==> config.mk <==
export PLATFORM = sky130hd
export DESIGN_NAME = gaussian_moment_acc
export DESIGN_NICKNAME = d
export VERILOG_FILES = /design/src/rtl/gaussian_moment_acc.sv
export SDC_FILE = /design/constraint.sdc
export NUM_CORES = 1
export LEC_CHECK = 0
export BUFFER_PORTS_ARGS = -buffer_cell sky130_fd_sc_hd__buf_2
export CAP_MARGIN = 20
export CELL_PAD_IN_SITES_DETAIL_PLACEMENT = 1
export CELL_PAD_IN_SITES_GLOBAL_PLACEMENT = 2
export CORE_ASPECT_RATIO = 0.7
export CORE_MARGIN = 8
export CORE_UTILIZATION = 40
export DETAILED_ROUTE_END_ITERATION = 8
export PLACE_DENSITY = 0.83
export SYNTH_ARGS = -nofsm -noshare
export SYNTH_HDL_FRONTEND = slang
export SYNTH_SLANG_ARGS = --single-unit
==> constraint.sdc <==
create_clock -name clk -period 11.1 [get_ports clk]
set_input_delay 2.22 -clock clk [delete_from_list [all_inputs] [get_ports clk]]
set_output_delay 2.22 -clock clk [all_outputs]
set_load 0.02 [all_outputs]
==> src/rtl/gaussian_moment_acc.sv <==
// Batch statistics collector for signed normal samples:
// sum, sum of squares, min and max over 2^N_LOG2 accepted samples.
module gaussian_moment_acc #(
  parameter int SAMPLE_W = 13,
  parameter int N_LOG2   = 10
) (
  input  logic                           clk,
  input  logic                           rst,
  input  logic                           start,
  input  logic                           in_valid,
  input  logic [SAMPLE_W-1:0]            in_sample,
  output logic                           busy,
  output logic                           done,
  output logic                           result_valid,
  output logic [SAMPLE_W+N_LOG2-1:0]     sum,
  output logic [2*SAMPLE_W-2+N_LOG2:0]   sumsq,
  output logic [SAMPLE_W-1:0]            s_min,
  output logic [SAMPLE_W-1:0]            s_max
);

  localparam int SUM_W   = SAMPLE_W + N_LOG2;
  localparam int SQ_W    = 2 * SAMPLE_W - 1;
  localparam int SUMSQ_W = SQ_W + N_LOG2;
  localparam int CNT_W   = N_LOG2 + 1;

  localparam logic [1:0] S_IDLE = 2'd0;
  localparam logic [1:0] S_ACC  = 2'd1;
  localparam logic [1:0] S_DONE = 2'd2;

  localparam logic [CNT_W-1:0] FULL =
    {1'b1, {N_LOG2{1'b0}}};
  localparam logic [SAMPLE_W-1:0] POS_MAX =
    {1'b0, {(SAMPLE_W-1){1'b1}}};
  localparam logic [SAMPLE_W-1:0] NEG_MAX =
    {1'b1, {(SAMPLE_W-1){1'b0}}};

  logic [1:0]          state_q, state_d;
  logic [CNT_W-1:0]    cnt_q;
  logic                s1_vld_q;
  logic [SAMPLE_W-1:0] s1_smp_q;
  logic [SQ_W-1:0]     s1_sq_q;
  logic [SUM_W-1:0]    sum_q;
  logic [SUMSQ_W-1:0]  sumsq_q;
  logic [SAMPLE_W-1:0] min_q, max_q;
  logic                done_q, rv_q;

  logic                  accept, enter_acc, finish;
  logic [2*SAMPLE_W-1:0] prod_full;
  logic                  prod_unused;
  logic [SQ_W-1:0]       sq;

  assign accept    = (state_q == S_ACC) && in_valid
                     && (cnt_q != FULL);
  assign enter_acc = start && (state_q != S_ACC);
  // Wait for stage 2 to absorb the last sample before finishing.
  assign finish    = (state_q == S_ACC) && (cnt_q == FULL)
                     && !s1_vld_q;

  // A square of a SAMPLE_W-bit value always fits in 2*SAMPLE_W-1 bits.
  assign prod_full   = $signed(in_sample) * $signed(in_sample);
  assign sq          = prod_full[SQ_W-1:0];
  assign prod_unused = prod_full[2*SAMPLE_W-1];

  always_comb begin
    state_d = state_q;
    unique case (1'b1)
      (state_q == S_IDLE): if (start)  state_d = S_ACC;
      (state_q == S_ACC):  if (finish) state_d = S_DONE;
      (state_q == S_DONE): if (start)  state_d = S_ACC;
      default:             state_d = S_IDLE;
    endcase
  end

  always_ff @(posedge clk or posedge rst) begin
    if (rst) begin
      state_q  <= S_IDLE;
      cnt_q    <= '0;
      s1_vld_q <= 1'b0;
      s1_smp_q <= '0;
      s1_sq_q  <= '0;
      sum_q    <= '0;
      sumsq_q  <= '0;
      min_q    <= '0;
      max_q    <= '0;
      done_q   <= 1'b0;
      rv_q     <= 1'b0;
    end else begin
      state_q  <= state_d;
      done_q   <= finish;
      s1_vld_q <= accept;
      if (finish)         rv_q <= 1'b1;
      else if (enter_acc) rv_q <= 1'b0;
      if (accept) begin
        s1_smp_q <= in_sample;
        s1_sq_q  <= sq;
      end
      if (enter_acc) begin
        cnt_q   <= '0;
        sum_q   <= '0;
        sumsq_q <= '0;
        min_q   <= POS_MAX;
        max_q   <= NEG_MAX;
      end else begin
        if (accept) cnt_q <= cnt_q + 1'b1;
        if (s1_vld_q) begin
          sum_q <= sum_q +
            {{N_LOG2{s1_smp_q[SAMPLE_W-1]}}, s1_smp_q};
          sumsq_q <= sumsq_q + {{N_LOG2{1'b0}}, s1_sq_q};
          if ($signed(s1_smp_q) < $signed(min_q))
            min_q <= s1_smp_q;
          if ($signed(s1_smp_q) > $signed(max_q))
            max_q <= s1_smp_q;
        end
      end
    end
  end

  assign busy         = (state_q == S_ACC);
  assign done         = done_q;
  assign result_valid = rv_q;
  assign sum          = sum_q;
  assign sumsq        = sumsq_q;
  assign s_min        = min_q;
  assign s_max        = max_q;

endmodule

==> metrics.yaml <==
layout.nets: 1895
syn_area_um2: 13830
path_delay_family: "adder cells"
root_buffer: "clkbuf_16"
postSynthAreaPerCell_um2: 9.122
max_slew_margin_pct: 26.97
crit_cells: 22
gp_congestion: 0.8402
clock_path_buffers: 2
ys_async_sr_fraction_pct: 100.0
worstHoldPathType: "register to register"
yosysTopAreaCell: "dfrtp_1"
yosys_warnings: 0
io_buffers: 103
regArea_um2: 3405
rsz0062_at_grt: "no"
seq_area_frac_synth_pct: 24.61
worst_slew_pin_slew_ns: 1.092
drt-total-wl_um: 38910
ios: 104
fin_tns_setup_ns: 0
multi_input_area_um2: 9353
dp_cells: 2046
critPathMaxFanout: 25
slowest_delay_ns: 0.64
drt-initial-drc-count: 637
cp_slowest_cell: "fa_1"
area_growth_pct: 11.88
finalClockSkew_ns: 0.01012
min_path_cells: 2
avgRoutedWirePerCell_um: 18.72
synth.area.top_cells: "dfrtp_1 25%, fa_1 20%, ha_1 13%"
numCtsBuffers: 17
synth_ff_type: "dfrtp_1"
clk_latency_ns: 0.43
setup_viol: 0
cts_tree: "done"
std_cell_rows: 57
ant_nets: 0
track_usage_pct: 19.83
route.detailed.drc: 0
drt-pass1-iter-count: 5
synth-edff-count: 0
core_um2: 34380
status: "finished, final reports clean"
post-cts-setup-buffers: 0
ctsHoldBuffers: 0
nFillCells: 4025
grt_pass1_wl_um: 64890
path_cells: "buf_2, nand2_1, fa_1, inv_1, fa_1, inv_1, fa_1, inv_1, fa_1, inv_1, fa_1, inv_1, ha_1, ha_1, nand3_1, o211ai_1, or2_1, o32ai_1, a21o_1, o21ai_1, xnor2_1, o21ai_1"
r2r_cells: 9
endpoint_kind: "register"
grt_max_degree: 83
vias: 10810
num_antenna_cells: 0
arrival_ns: 8.20
dieArea_um2: 40870
whs_ns: 0.4814
netlist.area_leader.share_pct: 24.61
grt_pass1_vias: 11900
fin_crit_sh_pct: 71.23
initial_utilization_pct: 40.23
viasPerCell: 5.200
grt_antenna_before_repair: 0
start_kind: "input pin"
grt.overflow.total: 0
die_width_um: 238.2
syn_inst: 1516
cts_num_sinks: 136
drive_gt1_share_pct: 10.08
worstPathRequired_ns: 11.39
min_period_ns: 7.906
ys_ff_latch: 136
htreeDepth: 4
drv_cap: 0
stdcell_count: 2079
critPathKind: "input pin to register"
final-hold-violation-count: 0
ys_types: 68
drv_slew: 0
fmax_mhz: 126.5
die_y_um: 171.6
ctsResizeCount: 0
cp_num_buf_inv: 6
path_clk_slew_ns: 0.06
dp_hpwl_um: 30490
synth_nets: 1817
-- cell families (layout without fill, tap and decap cells) --
kind of cell | count (synthesis) | count (layout) | share of synthesized area, %
and+or+nand+nor | 400 | 400 | 12.81
AOI/OAI and AO/OA | 302 | 302 | 14.20
adders and majority gates | 284 | 284 | 33.24
buffers and inverters | 284 | 375 | 7.827
DFF | 136 | 136 | 24.61
xor gates and xnor gates | 76 | 76 | 4.814
muxes | 34 | 34 | 2.497
-- metal layers --
metal	part of all wire, %	vias up	track usage [%]
li1	-	5168	-
met1	50	5505	28.33
met2	46	112	32.17
met3	2.7	26	2.801
met4	0.98	0	3.543
met5	0	-	0
-- stage by stage --
step / cell area [µm²] / util, % / worst slack, ns
global placement: 14790 / 43.02 / 2.905
global route: 15470 / 45.01 / 2.742
floorplan: 13830 / - / 3.273
CTS: 15440 / 44.93 / 3.194
detailed placement: 14790 / 43.02 / 2.794
finish: 15470 / 45.01 / 3.194
-- sequential cells by signal, indices dropped and copies added (netlist names) --
register,cells
cnt_q,11
s1_smp_q,13
sumsq,35
state_q,2
s1_sq_q,23
s_max,13
result_valid,1
done,1
s_min,13
sum,23
s1_vld_q,1
-- worst register-to-register path, stage by stage (launching register included) --
cell	delay, ns
dfrtp_1	0.70
ha_1	0.46
inv_1	0.06
a211o_1	0.31
nor4_1	0.25
o311ai_1	0.18
a221oi_2	0.61
buf_4	0.35
mux2i_1	0.21
nand2_1	0.07
-- cell type report --
type | count | area share (%)
inverters | 233 | 5.685
clock buffers | 20 | 2.952
clock inverters | 12 | 1.286
multi-input cells | 1096 | 60.45
repair buffers | 110 | 3.801
flip-flops and latches | 136 | 22.01
well taps | 472 | 3.817
-- placed cells by master, fill, tap and decap left out, types with 14 or more instances in the layout --
| cell | synthesis | final |
|---|---|---|
| clkbuf_16 | 0 | 17 |
| nor2b_1 | 15 | 15 |
| and2_1 | 22 | 22 |
| xor2_1 | 35 | 35 |
| o211ai_1 | 23 | 23 |
| fa_1 | 139 | 139 |
| a21oi_1 | 76 | 76 |
| mux2i_1 | 33 | 33 |
| xnor2_1 | 41 | 41 |
| a21o_1 | 29 | 29 |
| dfrtp_1 | 136 | 135 |
| o21ai_0 | 68 | 68 |
| buf_2 | 2 | 103 |
| nand4_1 | 14 | 14 |
| nor2_1 | 103 | 103 |
| ha_1 | 145 | 145 |
| inv_1 | 232 | 231 |
| nand2_1 | 183 | 183 |
| a211oi_1 | 18 | 18 |
-- final timing paths --
kind / start / endpoint / slack, ns
max: in_sample[12] / s1_sq_q[24] / 3.19
min: s1_sq_q[4] / s1_sq_q[4] / 0.48
max reg2reg: s1_smp_q[12] / s_min[0] / 7.79
min reg2reg: s1_sq_q[4] / s1_sq_q[4] / 0.48
max in group asynchronous: rst / s_max[4] / 8.17
min in group asynchronous: rst / sum[16] / 1.85
-- synthesized netlist by cell type (all sizes together), types with 6 or more instances --
| master | count |
|---|---|
| inv | 233 |
| nand2 | 183 |
| ha | 145 |
| fa | 139 |
| dfrtp | 136 |
| nor2 | 104 |
| o21ai | 78 |
| a21oi | 76 |
| clkbuf | 44 |
| xnor2 | 41 |
| xor2 | 35 |
| mux2i | 33 |
| a21o | 30 |
| and2 | 23 |
| o211ai | 23 |
| a211oi | 18 |
| nor2b | 15 |
| a31oi | 14 |
| nand4 | 14 |
| nand3 | 13 |
| o21a | 12 |
| or3 | 12 |
| and3 | 11 |
| a211o | 8 |
| buf | 7 |
| nand2b | 7 |
| nor3 | 6 |
Power is left out: the tool's default activity adds up to more than one toggle a clock period on the data nets, which glitch-free logic cannot reach.
